[src/rtl/uart_pkg.sv]
`default_nettype none
// ============================================================================
//  Module      : uart_pkg
//  Description : Shared constants and FSM state encoding for the UART FIFO
//                block (oversampling ratio, mid-bit sample point, states).
//  Revision    : 1.0 - initial release
// ============================================================================
package uart_pkg;

    localparam int OVERSAMPLE = 16;   // ticks per bit time
    localparam int MID_SAMPLE = 8;    // tick within a bit at which RX samples
    localparam int TICK_CNT_W = 4;    // holds 0..OVERSAMPLE-1
    localparam int DIV_CNT_W  = 12;   // holds 0..4094 (CLK_DIV up to 4095)
    localparam int BIT_CNT_W  = 3;    // holds 0..7 (DATA_BITS up to 8)

    typedef enum logic [2:0] {
        ST_IDLE   = 3'd0,
        ST_START  = 3'd1,
        ST_DATA   = 3'd2,
        ST_PARITY = 3'd3,
        ST_STOP   = 3'd4
    } uart_state_e;

endpackage
`default_nettype wire

[src/rtl/uart_sync_fifo.sv]
`default_nettype none
// ============================================================================
//  Module      : uart_sync_fifo
//  Description : Show-ahead synchronous FIFO. Pointers carry one extra wrap
//                bit so full and empty are distinguished without a counter.
//                A push into a full FIFO and a pop from an empty one are
//                ignored; the other side of a simultaneous request proceeds.
//  Revision    : 1.0 - initial release
// ============================================================================
module uart_sync_fifo #(
    parameter int WIDTH = 8,
    parameter int DEPTH = 16
) (
    input  logic             clk,
    input  logic             rst,
    input  logic             push,
    input  logic [WIDTH-1:0] push_data,
    input  logic             pop,
    output logic [WIDTH-1:0] pop_data,
    output logic             full,
    output logic             empty
);

    localparam int AW = $clog2(DEPTH);

    logic [AW:0]      wr_ptr_q, wr_ptr_d;
    logic [AW:0]      rd_ptr_q, rd_ptr_d;
    logic [WIDTH-1:0] mem_q [DEPTH];
    logic             push_ok;
    logic             pop_ok;

    // Status flags, accepted requests and next pointer values
    always_comb begin
        empty    = (wr_ptr_q == rd_ptr_q);
        full     = (wr_ptr_q[AW] != rd_ptr_q[AW]) &&
                   (wr_ptr_q[AW-1:0] == rd_ptr_q[AW-1:0]);
        push_ok  = push && !full;
        pop_ok   = pop && !empty;
        wr_ptr_d = wr_ptr_q;
        rd_ptr_d = rd_ptr_q;
        if (push_ok) wr_ptr_d = wr_ptr_q + (AW+1)'(1);
        if (pop_ok)  rd_ptr_d = rd_ptr_q + (AW+1)'(1);
    end

    // Pointer registers
    always_ff @(posedge clk or posedge rst) begin
        if (rst) begin
            wr_ptr_q <= '0;
            rd_ptr_q <= '0;
        end else begin
            wr_ptr_q <= wr_ptr_d;
            rd_ptr_q <= rd_ptr_d;
        end
    end

    // Storage array; contents are don't-care while empty so no reset
    always_ff @(posedge clk) begin
        if (push_ok) mem_q[wr_ptr_q[AW-1:0]] <= push_data;
    end

    assign pop_data = mem_q[rd_ptr_q[AW-1:0]];

endmodule
`default_nettype wire

[src/rtl/uart_fifo.sv]
`default_nettype none
// ============================================================================
//  Module      : uart_fifo
//  Description : UART transmitter and receiver with a TX and an RX FIFO,
//                16x oversampling, sticky error flags.
//                Optional feature macro: UART_FIFO_PARITY_EN (adds a parity
//                bit, the PARITY_ODD parameter and the rx_parity_err flag).
//  Revision    : 1.0 - initial release
// ============================================================================
module uart_fifo
    import uart_pkg::*;
#(
    parameter int CLK_DIV    = 104,
    parameter int DATA_BITS  = 8,
    parameter int FIFO_DEPTH = 16
`ifdef UART_FIFO_PARITY_EN
    ,
    parameter bit PARITY_ODD = 1'b0
`endif
) (
    input  logic                 clk,
    input  logic                 rst,
    output logic                 tx,
    input  logic                 rx,
    input  logic [DATA_BITS-1:0] tx_data,
    input  logic                 tx_valid,
    output logic                 tx_ready,
    output logic [DATA_BITS-1:0] rx_data,
    output logic                 rx_valid,
    input  logic                 rx_ready,
    output logic                 tx_busy,
    output logic                 rx_frame_err,
    output logic                 rx_overrun,
`ifdef UART_FIFO_PARITY_EN
    output logic                 rx_parity_err,
`endif
    input  logic                 err_clr
);

`ifdef UART_FIFO_PARITY_EN
    localparam bit PARITY_EN = 1'b1;
    localparam bit PAR_ODD   = PARITY_ODD;
`else
    localparam bit PARITY_EN = 1'b0;
    localparam bit PAR_ODD   = 1'b0;
`endif

    // ---------------- oversample tick ----------------
    logic [DIV_CNT_W-1:0] div_cnt_q, div_cnt_d;
    logic                 tick;

    // One-cycle tick every CLK_DIV clocks
    always_comb begin
        tick      = (div_cnt_q == DIV_CNT_W'(CLK_DIV - 1));
        div_cnt_d = tick ? '0 : div_cnt_q + DIV_CNT_W'(1);
    end

    // ---------------- TX path ----------------
    logic                  tx_pop, tx_full, tx_empty, tx_load, tx_bit_end;
    logic [DATA_BITS-1:0]  tx_head;
    uart_state_e           tx_state_q, tx_state_d;
    logic [TICK_CNT_W-1:0] tx_tcnt_q, tx_tcnt_d;
    logic [BIT_CNT_W-1:0]  tx_bit_q, tx_bit_d;
    logic [DATA_BITS-1:0]  tx_shift_q, tx_shift_d;
    logic                  tx_par_q, tx_par_d;
    logic                  tx_q, tx_d;

    uart_sync_fifo #(.WIDTH(DATA_BITS), .DEPTH(FIFO_DEPTH)) u_tx_fifo (
        .clk(clk), .rst(rst),
        .push(tx_valid), .push_data(tx_data),
        .pop(tx_pop), .pop_data(tx_head),
        .full(tx_full), .empty(tx_empty)
    );

    // TX frame sequencing; the serial line is decoded from the next state
    // so tx is a clean register output
    always_comb begin
        tx_state_d = tx_state_q;
        tx_tcnt_d  = tx_tcnt_q;
        tx_bit_d   = tx_bit_q;
        tx_shift_d = tx_shift_q;
        tx_par_d   = tx_par_q;
        tx_pop     = 1'b0;
        tx_load    = 1'b0;
        tx_bit_end = tick && (tx_tcnt_q == TICK_CNT_W'(OVERSAMPLE - 1));
        if (tick && tx_state_q != ST_IDLE) tx_tcnt_d = tx_tcnt_q + TICK_CNT_W'(1);
        case (tx_state_q)
            ST_IDLE:   if (tick && !tx_empty) tx_load = 1'b1;
            ST_START:  if (tx_bit_end) begin
                           tx_state_d = ST_DATA;
                           tx_bit_d   = '0;
                       end
            ST_DATA:   if (tx_bit_end) begin
                           if (tx_bit_q == BIT_CNT_W'(DATA_BITS - 1)) begin
                               tx_state_d = PARITY_EN ? ST_PARITY : ST_STOP;
                           end else begin
                               tx_bit_d   = tx_bit_q + BIT_CNT_W'(1);
                               tx_shift_d = tx_shift_q >> 1;
                           end
                       end
            ST_PARITY: if (tx_bit_end) tx_state_d = ST_STOP;
            ST_STOP:   if (tx_bit_end) begin
                           if (!tx_empty) tx_load = 1'b1;
                           else           tx_state_d = ST_IDLE;
                       end
            default:   tx_state_d = ST_IDLE;
        endcase
        // Back-to-back frames reuse the same load path as a start from idle
        if (tx_load) begin
            tx_pop     = 1'b1;
            tx_shift_d = tx_head;
            tx_par_d   = (^tx_head) ^ PAR_ODD;
            tx_tcnt_d  = '0;
            tx_state_d = ST_START;
        end
        case (tx_state_d)
            ST_START:  tx_d = 1'b0;
            ST_DATA:   tx_d = tx_shift_d[0];
            ST_PARITY: tx_d = tx_par_d;
            default:   tx_d = 1'b1;
        endcase
    end

    // ---------------- RX path ----------------
    logic [1:0]            sync_q, sync_d;
    logic                  rx_s, rx_push, rx_full, rx_empty;
    logic                  rx_sample, rx_bit_end;
    logic                  set_frame, set_ovr;
    uart_state_e           rx_state_q, rx_state_d;
    logic [TICK_CNT_W-1:0] rx_tcnt_q, rx_tcnt_d;
    logic [BIT_CNT_W-1:0]  rx_bit_q, rx_bit_d;
    logic [DATA_BITS-1:0]  rx_shift_q, rx_shift_d;
    logic                  rx_armed_q, rx_armed_d;
    logic                  frame_err_q, frame_err_d;
    logic                  overrun_q, overrun_d;
`ifdef UART_FIFO_PARITY_EN
    logic                  set_par;
    logic                  par_err_q, par_err_d;
`endif

    uart_sync_fifo #(.WIDTH(DATA_BITS), .DEPTH(FIFO_DEPTH)) u_rx_fifo (
        .clk(clk), .rst(rst),
        .push(rx_push), .push_data(rx_shift_q),
        .pop(rx_ready), .pop_data(rx_data),
        .full(rx_full), .empty(rx_empty)
    );

    // RX frame sequencing, mid-bit sampling and sticky flag updates
    always_comb begin
        sync_d     = {sync_q[0], rx};
        rx_s       = sync_q[1];
        rx_state_d = rx_state_q;
        rx_tcnt_d  = rx_tcnt_q;
        rx_bit_d   = rx_bit_q;
        rx_shift_d = rx_shift_q;
        rx_armed_d = rx_armed_q;
        rx_push    = 1'b0;
        set_frame  = 1'b0;
        set_ovr    = 1'b0;
`ifdef UART_FIFO_PARITY_EN
        set_par    = 1'b0;
`endif
        rx_sample  = tick && (rx_tcnt_q == TICK_CNT_W'(MID_SAMPLE - 1));
        rx_bit_end = tick && (rx_tcnt_q == TICK_CNT_W'(OVERSAMPLE - 1));
        if (tick && rx_state_q != ST_IDLE) rx_tcnt_d = rx_tcnt_q + TICK_CNT_W'(1);
        case (rx_state_q)
            // After a framing error the line must return high before re-arming
            ST_IDLE:   if (!rx_armed_q) begin
                           if (rx_s) rx_armed_d = 1'b1;
                       end else if (!rx_s) begin
                           rx_state_d = ST_START;
                           rx_tcnt_d  = '0;
                       end
            ST_START:  if (rx_sample && rx_s) begin
                           rx_state_d = ST_IDLE;
                       end else if (rx_bit_end) begin
                           rx_state_d = ST_DATA;
                           rx_bit_d   = '0;
                       end
            ST_DATA:   begin
                           if (rx_sample) rx_shift_d = {rx_s, rx_shift_q[DATA_BITS-1:1]};
                           if (rx_bit_end) begin
                               if (rx_bit_q == BIT_CNT_W'(DATA_BITS - 1))
                                   rx_state_d = PARITY_EN ? ST_PARITY : ST_STOP;
                               else
                                   rx_bit_d = rx_bit_q + BIT_CNT_W'(1);
                           end
                       end
            ST_PARITY: begin
`ifdef UART_FIFO_PARITY_EN
                           if (rx_sample && (rx_s != ((^rx_shift_q) ^ PAR_ODD))) begin
                               set_par    = 1'b1;
                               rx_state_d = ST_IDLE;
                           end else if (rx_bit_end) begin
                               rx_state_d = ST_STOP;
                           end
`else
                           rx_state_d = ST_IDLE;
`endif
                       end
            // Return to idle right after the stop sample so the next start
            // edge is caught exactly, without accumulating phase error
            ST_STOP:   if (rx_sample) begin
                           rx_state_d = ST_IDLE;
                           if (!rx_s) begin
                               set_frame  = 1'b1;
                               rx_armed_d = 1'b0;
                           end else if (rx_full) begin
                               set_ovr = 1'b1;
                           end else begin
                               rx_push = 1'b1;
                           end
                       end
            default:   rx_state_d = ST_IDLE;
        endcase
        frame_err_d = set_frame | (frame_err_q & ~err_clr);
        overrun_d   = set_ovr   | (overrun_q   & ~err_clr);
`ifdef UART_FIFO_PARITY_EN
        par_err_d   = set_par   | (par_err_q   & ~err_clr);
`endif
    end

    // State registers for tick generator, TX, synchroniser and RX
    always_ff @(posedge clk or posedge rst) begin
        if (rst) begin
            div_cnt_q   <= '0;
            tx_state_q  <= ST_IDLE;
            tx_tcnt_q   <= '0;
            tx_bit_q    <= '0;
            tx_shift_q  <= '0;
            tx_par_q    <= 1'b0;
            tx_q        <= 1'b1;
            sync_q      <= 2'b11;
            rx_state_q  <= ST_IDLE;
            rx_tcnt_q   <= '0;
            rx_bit_q    <= '0;
            rx_shift_q  <= '0;
            rx_armed_q  <= 1'b1;
            frame_err_q <= 1'b0;
            overrun_q   <= 1'b0;
`ifdef UART_FIFO_PARITY_EN
            par_err_q   <= 1'b0;
`endif
        end else begin
            div_cnt_q   <= div_cnt_d;
            tx_state_q  <= tx_state_d;
            tx_tcnt_q   <= tx_tcnt_d;
            tx_bit_q    <= tx_bit_d;
            tx_shift_q  <= tx_shift_d;
            tx_par_q    <= tx_par_d;
            tx_q        <= tx_d;
            sync_q      <= sync_d;
            rx_state_q  <= rx_state_d;
            rx_tcnt_q   <= rx_tcnt_d;
            rx_bit_q    <= rx_bit_d;
            rx_shift_q  <= rx_shift_d;
            rx_armed_q  <= rx_armed_d;
            frame_err_q <= frame_err_d;
            overrun_q   <= overrun_d;
`ifdef UART_FIFO_PARITY_EN
            par_err_q   <= par_err_d;
`endif
        end
    end

    assign tx           = tx_q;
    assign tx_ready     = !tx_full;
    assign rx_valid     = !rx_empty;
    assign tx_busy      = !tx_empty || (tx_state_q != ST_IDLE);
    assign rx_frame_err = frame_err_q;
    assign rx_overrun   = overrun_q;
`ifdef UART_FIFO_PARITY_EN
    assign rx_parity_err = par_err_q;
`endif

endmodule
`default_nettype wire

[config.mk]
export PLATFORM = sky130hd
export DESIGN_NAME = uart_fifo
export DESIGN_NICKNAME = d
export VERILOG_FILES = /design/src/rtl/uart_pkg.sv /design/src/rtl/uart_sync_fifo.sv /design/src/rtl/uart_fifo.sv
export SDC_FILE = /design/constraint.sdc
export NUM_CORES = 1
export LEC_CHECK = 0
export BUFFER_PORTS_ARGS = -buffer_cell sky130_fd_sc_hd__buf_2
export CAP_MARGIN = 20
export CELL_PAD_IN_SITES_DETAIL_PLACEMENT = 1
export CELL_PAD_IN_SITES_GLOBAL_PLACEMENT = 1
export CORE_MARGIN = 1
export CORE_UTILIZATION = 47
export DETAILED_ROUTE_END_ITERATION = 7
export HOLD_SLACK_MARGIN = 0.06
export PLACE_DENSITY = 0.7
export SETUP_SLACK_MARGIN = 0.4
export SYNTH_ARGS = -nofsm -noshare
export SYNTH_HDL_FRONTEND = slang
export SYNTH_HIERARCHICAL = 1
export SYNTH_SLANG_ARGS = --single-unit
[constraint.sdc]
create_clock -name clk -period 3.1 [get_ports clk]
set_input_delay 0.31 -clock clk [delete_from_list [all_inputs] [get_ports clk]]
set_output_delay 0.31 -clock clk [all_outputs]
set_load 0.03 [all_outputs]
==> flow_summary.json, run 1 <==
{
  "syn_nets": 845,
  "intPower_mw": 7.47,
  "grt_overflow": 0,
  "setup_tns_ps": 0,
  "ys_types": 56,
  "cts_sinks": 331,
  "ant_nets": 0,
  "start_util_pct": 48.0,
  "rsz0062_at_grt": "yes",
  "synth-edff-count": 256,
  "netSwitchingPower_mw": 2.15,
  "grt_start_max_net_pins": 37,
  "finalHoldViolations": 0,
  "die_w_um": 173,
  "fin_nets": 930,
  "yosysWarnings": 6,
  "syn-cell-area_um2": 13800,
  "slowest_delay_ps": 630,
  "p_sw_share_pct": 22.4,
  "critical_path_required_ps": 2790,
  "gp_congestion": 0.817,
  "drv_cap": 0,
  "pwr-share-comb_pct": 6.2,
  "yosysSeqAreaShare_pct": 69.3,
  "period_share_pct": 84.7,
  "status": "completed",
  "setup_viol": 0,
  "p_clk_share_pct": 41.0,
  "die_area_um2": 30100,
  "diodes": 0,
  "drive_above_1_share_pct": 24.9,
  "dp_cells": 1229,
  "powerDensity_nw_per_um2": 603,
  "vias_per_cell": 5.70,
  "worstPathCellList": "buf_6, mux4_1, a22oi_1, nand2_1, buf_2",
  "clk_latency_ps": 520,
  "worst_slew_pin_slew_ps": 1110,
  "critPathSlowestCell": "mux4_1",
  "firstDrtPassIters": 5,
  "drc": 0,
  "cts_htree_levels": 2,
  "min_path_type": "in -> reg",
  "wl_per_cell_um": 23.3,
  "clock_path_buffers": 3,
  "die_h_um": 173,
  "crit_path_start_kind": "flop",
  "fill_cells": 2643,
  "cts_root_buf": "clkbuf_16",
  "worstPathArrival_ps": 2320,
  "synth_ff_type": "edfxtp_1",
  "cts_tree": "done",
  "dp_hpwl_um": 20100,
  "synthArstFlopShare_pct": 22.7,
  "path_max_fanout": 17,
  "peakVddDrop_mv": 0.454,
  "layout_min_cycle_time_ps": 2630,
  "p_leak_nw": 5.22,
  "grtUsageTotal_pct": 20.9,
  "port_buffers": 27,
  "antenna_found_initial": 0,
  "reg2regPathDepth": 6,
  "drt_iter0_drc": 556,
  "coreArea_um2": 28800,
  "drt-total-wl_um": 30500,
  "rows": 62,
  "ioPinCount": 28,
  "num_vias": 7466,
  "fin_skew_ps": 21.7,
  "first_global_vias": 8112,
  "ys_ff_latch": 331,
  "fin_cells": 1309,
  "power_frac_seq_pct": 52.8,
  "path_clk_slew_ps": 60,
  "max_slew_margin_pct": 25.8,
  "end_kind": "output port",
  "whs_path_depth": 3,
  "syn_avg_cell_area_um2": 17.0,
  "fmax_mhz": 381,
  "syn2layout_area_growth_pct": 15.6,
  "drv_slew": 0,
  "cts_buffers": 35,
  "syn_inst": 814,
  "path_class": "reg -> out",
  "grt_pass1_wl_um": 47800
}
==> metrics by stage <==
stage          setup WS (ps)  cell area, um2  hold WS, ps  power (mW)  util, %
3_3_place_gp             110           14600          348        5.71     50.7
4_1_cts                  402           15800         98.2        9.73     55.0
6_report                 474           16000          118        9.62     55.4
5_1_grt                  350           16000          121        9.95     55.4
2_1_floorplan            401           13900          150        5.51        -
3_5_place_dp            83.4           14600          349        5.76     50.7
==> cell type report <==
cell class,count,area (um2),share of cell area (%)
clock buffers,47,931,5.83
clock inverters,16,149,0.933
inverters,21,78.8,0.494
multi-input cells,426,4060,25.4
flip-flops and latches,331,9570,60.0
well taps,384,480,3.01
repair buffers,84,688,4.31
==> worst paths after layout <==
| path | from | slack, ps | end |
|---|---|---|---|
| worst max register to register | div_cnt_q[7]$_DFF_PP0_ | 480 | tx$_DFF_PP1_ |
| min in group asynchronous | rst | 410 | u_rx_fifo/rd_ptr_q[2]$_DFFE_PP0P_ |
| worst min-delay path | tx_valid | 120 | u_tx_fifo/wr_ptr_q[3]$_DFFE_PP0P_ |
| worst max-delay path | u_rx_fifo/rd_ptr_q[1]$_DFFE_PP0P_ | 470 | rx_data[2] |
| worst min register to register | sync_q[0]$_DFF_PP1_ | 360 | sync_q[1]$_DFF_PP1_ |
| max in group asynchronous | rst | 1710 | sync_q[0]$_DFF_PP1_ |
==> registers in the layout (all words and copies together) (netlist names) <==
register	flops
rx_overrun	1
div_cnt_q	12
u_rx_fifo/mem_q	128
u_rx_fifo/wr_ptr_q	5
tx_bit_q	3
u_tx_fifo/rd_ptr_q	5
tx_par_q	1
tx_tcnt_q	4
u_tx_fifo/mem_q	128
u_rx_fifo/rd_ptr_q	5
rx_bit_q	3
rx_shift_q	8
sync_q	2
u_tx_fifo/wr_ptr_q	5
tx_state_q	3
tx	1
tx_shift_q	8
rx_frame_err	1
rx_state_q	3
rx_tcnt_q	4
rx_armed_q	1
==> placed cells by master, fill, tap and decap left out, types with 4 or more instances in the layout <==
master and count:
edfxtp_1 256, dfrtp_1 67, nand2_1 59, mux4_2 47, nor2_1 43, buf_4 38, xnor2_1 37, clkbuf_16 36
a22oi_1 32, buf_2 27, o21ai_0 23, inv_1 20, ha_1 17, mux4_1 17, mux2_2 14, mux2i_1 11
clkbuf_1 11, nor2b_1 10, buf_6 10, nor3_1 9, nand3_1 9, nor3_2 8, nand4_1 8, xor2_1 7
a21oi_1 7, clkinv_2 6, clkinv_1 5, o211ai_1 5, buf_12 5, nand2b_1 4, nor4_4 4, dfrtp_2 4
dfstp_2 4, and3_1 4, o21ai_1 4
==> power by group through the flow <==
stage	registers [mW]	clock network (mW)	logic [mW]
2_1_floorplan	5.10	0	0.403
3_3_place_gp	5.14	0	0.570
3_5_place_dp	5.16	0	0.599
4_1_cts	5.07	4.05	0.605
5_1_grt	5.09	4.20	0.658
6_report	5.07	3.94	0.600
==> worst max-delay path: cells and delay by family, from the launching register on <==
kind / cells / cell delay (ps)
DFF: 1 / 370
and+or+nand+nor: 1 / 70
buffers and inverters: 2 / 400
AOI/OAI and AO/OA: 1 / 310
muxes: 1 / 630
==> what timing repair did <==
action	4_1_cts	5_1_grt
setup buffers	8	5
pin swaps	4	5
gates resized for setup	9	11
hold endpoints to repair	57	0
hold buffers	3	0
endpoints found under the setup margin	134	110
gates cloned	0	1
==> layer usage <==
layer	routed length [um]	global-route usage, %	part of all wire (%)	vias to the layer above
met2	15100	34.4	49	209
met1	13200	28.6	43	3875
met5	0	0	0	-
li1	-	-	-	3339
met3	1610	3.90	5.3	43
met4	607	5.64	2.0	0
==> kinds of logic after synthesis <==
kind of cell / synth area share (%)
XOR/XNOR: 2.79
buffers and inverters: 2.50
flip-flops: 69.3
adder cells (fa/ha/maj): 1.54
AO/OA/AOI/OAI: 4.35
multiplexers: 12.9
AND/OR/NAND/NOR: 6.62
==> synth_stat cells, types with 8 or more instances <==
master    count  share of area (%)
edfxtp_1    256                 56
dfrtp_1      71                 13
nand2_1      62                1.7
mux4_2       46                7.5
nor2_1       44                1.2
xnor2_1      37                2.3
a22oi_1      32                1.7
o21ai_0      23               0.83
inv_1        21               0.57
nor3_1       20               0.73
mux4_1       18                3.4
ha_1         17                1.5
mux2_2       14                1.1
mux2i_1      11               0.80
buf_2        10               0.36
nor2b_1      10               0.45
nand3_1       9               0.33
buf_6         8               0.65
clkbuf_1      8               0.22
nand4_1       8               0.36
(Power assumes the default switching activity.)
==> inputs of run 2 (changes only) <==
Settings changed: ABC_AREA set to 1, CORE_UTILIZATION 47 to 45, PLACE_DENSITY 0.7 to 0.73.
Clock period 3.1 ns to 2.1 ns, I/O delays scaled along.
==> flow_summary.json, run 2 <==
{
  "status": "complete, but fails checks",
  "violations": "negative setup slack",
  "reg2regPathDepth": 15,
  "p_leak_nw": 8.09,
  "cts_root_buf": "clkbuf_16",
  "vias_per_cell": 5.60,
  "max_slew_margin_pct": 48.0,
  "ys_types": 44,
  "layout_commonest_cell": "nand2_1",
  "cp.buffers_inverters": 3,
  "crit_path_start_kind": "flop",
  "final_cell_mix": "317 x nand2_1, 256 x edfxtp_1, 195 x nor2_1",
  "grt_overflow": 0,
  "power.total_mw": 16.1,
  "end_kind": "flop",
  "drive_above_1_share_pct": 32.3,
  "critical_path_required_ps": 2510,
  "num_vias": 12200,
  "syn-cell-area_um2": 15000,
  "drt-total-wl_um": 51900,
  "path_max_fanout": 6,
  "ioPinCount": 28,
  "setup_viol": 165,
  "worstPathCellList": "buf_6, buf_16, o21ai_0, o21ai_2, nand2_1, nand2_1, inv_2, nand2_4, xnor2_4, nand3_2, nand2_2, nand2_1, nand2_1, nand2_2, and2_4",
  "whs_path_depth": 1,
  "cts_buffers": 37,
  "fin_nets": 1734,
  "fin_skew_ps": 22.5,
  "synth_top_area_cell": "edfxtp_1",
  "path_clk_slew_ps": 60,
  "start_util_pct": 45.9,
  "cp_common_cell": "nand2_1",
  "timing.final.ws_setup_ps": -437,
  "worstPathArrival_ps": 2950,
  "grt_pass1_wl_um": 69500,
  "dp_hpwl_um": 27000,
  "syn_avg_cell_area_um2": 9.90,
  "synth_ff_type": "edfxtp_1",
  "final_area_um2": 20200,
  "layout_min_cycle_time_ps": 2540,
  "crit_family": "simple AND/OR/NAND/NOR gates",
  "antenna_found_initial": 0,
  "drt_iter0_drc": 903,
  "clk_latency_ps": 530,
  "final_core_util_pct": 61.9,
  "clock_path_buffers": 3,
  "grtUsageTotal_pct": 27.3,
  "critPathSlowestCell": "dfrtp_2",
  "netlist_top_cells_count": "408 x nand2_1, 256 x edfxtp_1, 251 x nor2_1",
  "grt_start_max_net_pins": 33,
  "rsz0062_at_grt": "yes",
  "yosys-top-cells-area": "edfxtp_1 51%, dfrtp_1 12%, nand2_1 10%",
  "cp.depth": 15,
  "peakVddDrop_mv": 0.923,
  "coreArea_um2": 32600,
  "yosysWarnings": 6,
  "first_global_vias": 12300,
  "syn_inst": 1512,
  "placed_area_um2": 16500,
  "rows": 66,
  "cts_htree_levels": 2,
  "syn_nets": 1543,
  "worst_slew_pin_slew_ps": 781,
  "gp_congestion": 0.817,
  "synth-edff-count": 256,
  "yosys.cell_count.top_type": "nand2_1",
  "finalHoldViolations": 0,
  "drc": 0,
  "period_share_pct": 121,
  "ys_ff_latch": 331,
  "slowest_delay_ps": 490,
  "ant_nets": 0,
  "diodes": 0,
  "drv_cap": 0,
  "powerDensity_nw_per_um2": 797,
  "die_w_um": 184,
  "netlist.area_leader.share_pct": 51.4,
  "port_buffers": 27,
  "cts_sinks": 331,
  "synthArstFlopShare_pct": 22.7,
  "path_class": "reg -> reg",
  "fmax_mhz": 394,
  "drv_slew": 0,
  "min_path_type": "in -> reg",
  "die_area_um2": 34000,
  "syn2layout_area_growth_pct": 35.0,
  "yosysSeqAreaShare_pct": 63.9,
  "die_h_um": 184,
  "cts_tree": "done",
  "wl_per_cell_um": 23.9,
  "firstDrtPassIters": 5
}
run 2: changes by cell type in the layout (fill, tap and decap cells not counted), sizes merged, moves of 14 or more:
cell,delta
mux4,-64
nor2,+222
nand2,+358
mux2,-14
buf,+114
xnor2,-30
o21ai,+113
a22oi,-32
nand3,+93
inv,+87
run 2: path summary, 6_finish.rpt:
path / startpoint / endpoint / slack (ps)
max: u_tx_fifo/rd_ptr_q[0]$_DFFE_PP0P_ / tx_par_q$_DFF_PP0_ / -440
min: tx_data[2] / u_tx_fifo/mem_q[13][2]$_DFFE_PP_ / 130
max reg2reg: u_tx_fifo/rd_ptr_q[0]$_DFFE_PP0P_ / tx_par_q$_DFF_PP0_ / -440
min reg2reg: sync_q[0]$_DFF_PP1_ / sync_q[1]$_DFF_PP1_ / 360
max in group asynchronous: rst / div_cnt_q[6]$_DFF_PP0_ / 1120
min in group asynchronous: rst / u_rx_fifo/wr_ptr_q[2]$_DFFE_PP0P_ / 310
run 2: final cells by class:
type,instances,area [um2]
flip-flops and latches,331,9580
inverters,112,458
repair buffers,205,2490
fillers,3411,12400
clock buffers,46,981
multi-input cells,1016,5890
well taps,442,553
clock inverters,20,253
run 2: timing repair:
item,CTS,global route
setup endpoints to repair,318,325
pin swaps,66,92
setup buffers,37,26
hold buffers,5,0
gates resized for setup,194,235
hold endpoints to repair,53,0
cloned,13,4
run 2: power by group:
group          switching (mW)  internal, mW  total [mW]
logic                    1.21         0.738        1.94
clock network            2.69          4.05        6.75
registers               0.130          7.28        7.41
run 2: layer usage:
metal / wire, um / track usage (%) / part of all wire [%] / vias up
met5: 0 / 0 / 0 / -
li1: - / - / - / 5383
met3: 2360 / 3.38 / 4.5 / 177
met1: 19700 / 32.2 / 38 / 6128
met4: 2580 / 11.1 / 5.0 / 0
met2: 27300 / 50.1 / 53 / 471
run 2: through the flow:
stage	setup TNS [ps]	setup slack, ps	cells	hold WS [ps]
final	-19120	-437	2172	127
after global routing	-29100	-508	2172	117
after CTS	-10130	-179	2142	112
after detailed placement	-12330	-165	2021	297
after global placement	-1700	-71.9	2021	298
after floorplan	-7080	-78.1	1512	50.2
run 2: logic make-up after synthesis:
| kind of cell | share of synthesized area (%) |
|---|---|
| buffers and inverters | 4.68 |
| XOR/XNOR | 1.23 |
| AO/OA/AOI/OAI | 5.62 |
| AND/OR/NAND/NOR | 23.1 |
| adder cells (fa/ha/maj) | 1.42 |
| flip-flops | 63.9 |
==> inputs of run 3 (changes only) <==
Settings changed: BUFFER_PORTS_ARGS -buffer_cell sky130_fd_sc_hd__buf_2 to not set, CORE_UTILIZATION 45 to 46, DONT_BUFFER_PORTS set to 1.
==> flow_summary.json, run 3 (synthesis gave the netlist of run 2 again) <==
{
  "coreArea_um2": 31800,
  "power_frac_seq_pct": 46.1,
  "vias_per_cell": 5.67,
  "r2r-start": "u_tx_fifo/rd_ptr_q[0]$_DFFE_PP0P_",
  "fin_nets": 1721,
  "powerDensity_nw_per_um2": 793,
  "critPathSlowestCell": "dfrtp_4",
  "gp_congestion": 0.847,
  "power.total_mw": 16.1,
  "p_sw_share_pct": 25.7,
  "path_class": "reg -> reg",
  "cts_sinks": 331,
  "critPathLaunch": "u_tx_fifo/rd_ptr_q[0]$_DFFE_PP0P_",
  "final_area_um2": 20300,
  "timing.final.ws_setup_ps": -411,
  "die_w_um": 182,
  "min_path_type": "in -> async",
  "netSwitchingPower_mw": 4.12,
  "drv_cap": 0,
  "setup_viol": 153,
  "port_buffers": 0,
  "cts_tree": "done",
  "placed_area_um2": 16600,
  "ioPinCount": 28,
  "layout_min_cycle_time_ps": 2510,
  "p_leak_nw": 8.09,
  "fmax_mhz": 398,
  "violations": "negative setup slack",
  "num_vias": 12200,
  "start_util_pct": 47.1,
  "firstDrtPassIters": 5,
  "syn2layout_area_growth_pct": 35.5,
  "cp.buffers_inverters": 3,
  "path_clk_slew_ps": 60,
  "slowest_delay_ps": 570,
  "drc": 0,
  "end_kind": "flop",
  "clk_latency_ps": 550,
  "grtUsageTotal_pct": 29.1,
  "path_max_fanout": 7,
  "worstPathCellList": "buf_12, buf_16, nor2_4, nor2_1, o21ai_1, nand2_1, nand2_1, nand2_1, inv_2, nand2_2, or2_4, nand2_1, nand2_2, nand2_2, nand2_2, nand2_2, nand2_2, and2_1",
  "reg2regPathDepth": 18,
  "period_share_pct": 120,
  "max_slew_margin_pct": 36.8,
  "cp_common_cell": "nand2_2",
  "cts_htree_levels": 2,
  "drive_above_1_share_pct": 30.2,
  "wl_per_cell_um": 24.7,
  "die_area_um2": 33300,
  "cp.depth": 18,
  "fin_skew_ps": 28.9,
  "ant_nets": 0,
  "drt-total-wl_um": 53100,
  "cts_buffers": 38,
  "peakVddDrop_mv": 0.736,
  "worstPathArrival_ps": 2940,
  "grt_pass1_wl_um": 73000,
  "pwr-share-comb_pct": 11.3,
  "grt_start_max_net_pins": 33,
  "worst_slew_pin_slew_ps": 945,
  "clock_path_buffers": 3,
  "first_global_vias": 12800,
  "finalHoldViolations": 0,
  "grt_overflow": 0,
  "fill_cells": 3252,
  "layout_commonest_cell": "nand2_1",
  "rsz0062_at_grt": "yes",
  "drv_slew": 0,
  "crit_path_start_kind": "flop",
  "cts_root_buf": "clkbuf_16",
  "rows": 65,
  "critical_path_required_ps": 2530,
  "crit_family": "simple AND/OR/NAND/NOR gates",
  "final_cell_mix": "339 x nand2_1, 256 x edfxtp_1, 175 x nor2_1",
  "intPower_mw": 12.0,
  "status": "complete, but fails checks",
  "die_h_um": 182,
  "p_clk_share_pct": 42.6,
  "drt_iter0_drc": 1036,
  "antenna_found_initial": 3,
  "dp_hpwl_um": 26300
}
run 3: cell type report:
type | instances | area, um2 | area share (%)
clock buffer | 49 | 1040 | 5.15
sequential | 331 | 9580 | 47.2
timing repair buffer | 191 | 2620 | 12.9
multi-input combinational | 1016 | 5810 | 28.7
clock inverter | 19 | 195 | 0.963
antenna | 2 | 5.00 | 0.0247
inverter | 112 | 478 | 2.36
tap | 435 | 544 | 2.69
run 3: power by group through the flow:
stage,combinational (mW),sequential [mW],clock (mW)
2_1_floorplan,0.826,7.48,0
3_3_place_gp,1.19,7.50,0
3_5_place_dp,1.23,7.51,0
4_1_cts,1.53,7.38,6.72
5_1_grt,1.92,7.42,7.09
6_report,1.82,7.41,6.84
run 3: per-stage QoR:
| step | hold slack, ps | setup TNS (ps) | instances | worst slack, ps | utilization [%] |
|---|---|---|---|---|---|
| 2_1_floorplan | 50.2 | -7080 | 1512 | -78.1 | - |
| 3_3_place_gp | 38.3 | -4960 | 1998 | -79.4 | 52.2 |
| 3_5_place_dp | 48.8 | -9860 | 1998 | -145 | 52.2 |
| 4_1_cts | 187 | -21520 | 2127 | -192 | 60.7 |
| 5_1_grt | 215 | -30530 | 2153 | -501 | 63.7 |
| 6_report | 212 | -20820 | 2155 | -411 | 63.7 |
run 3: path summary, 6_finish.rpt:
kind | endpoint | slack, ps
max in group asynchronous | tx$_DFF_PP1_ | 1280
min | tx_shift_q[4]$_DFFE_PP0P_ | 210
max reg2reg | tx_par_q$_DFF_PP0_ | -410
min in group clk | sync_q[0]$_DFF_PP1_ | 220
min reg2reg | sync_q[1]$_DFF_PP1_ | 360
max | tx_par_q$_DFF_PP0_ | -410
run 3: routing by layer:
metal | share of wire [%] | global-route usage, %
met1 | 37 | 33.8
met2 | 53 | 53.5
met3 | 4.9 | 4.03
met4 | 4.4 | 12.3
met5 | 0.051 | 0
run 3: timing repair:
action	CTS	global route
endpoints found under the hold margin	215	0
pin swaps	66	75
buffers inserted	38	16
endpoints found under the setup margin	314	323
hold buffers	13	0
cloned	10	10
resized for setup	193	162
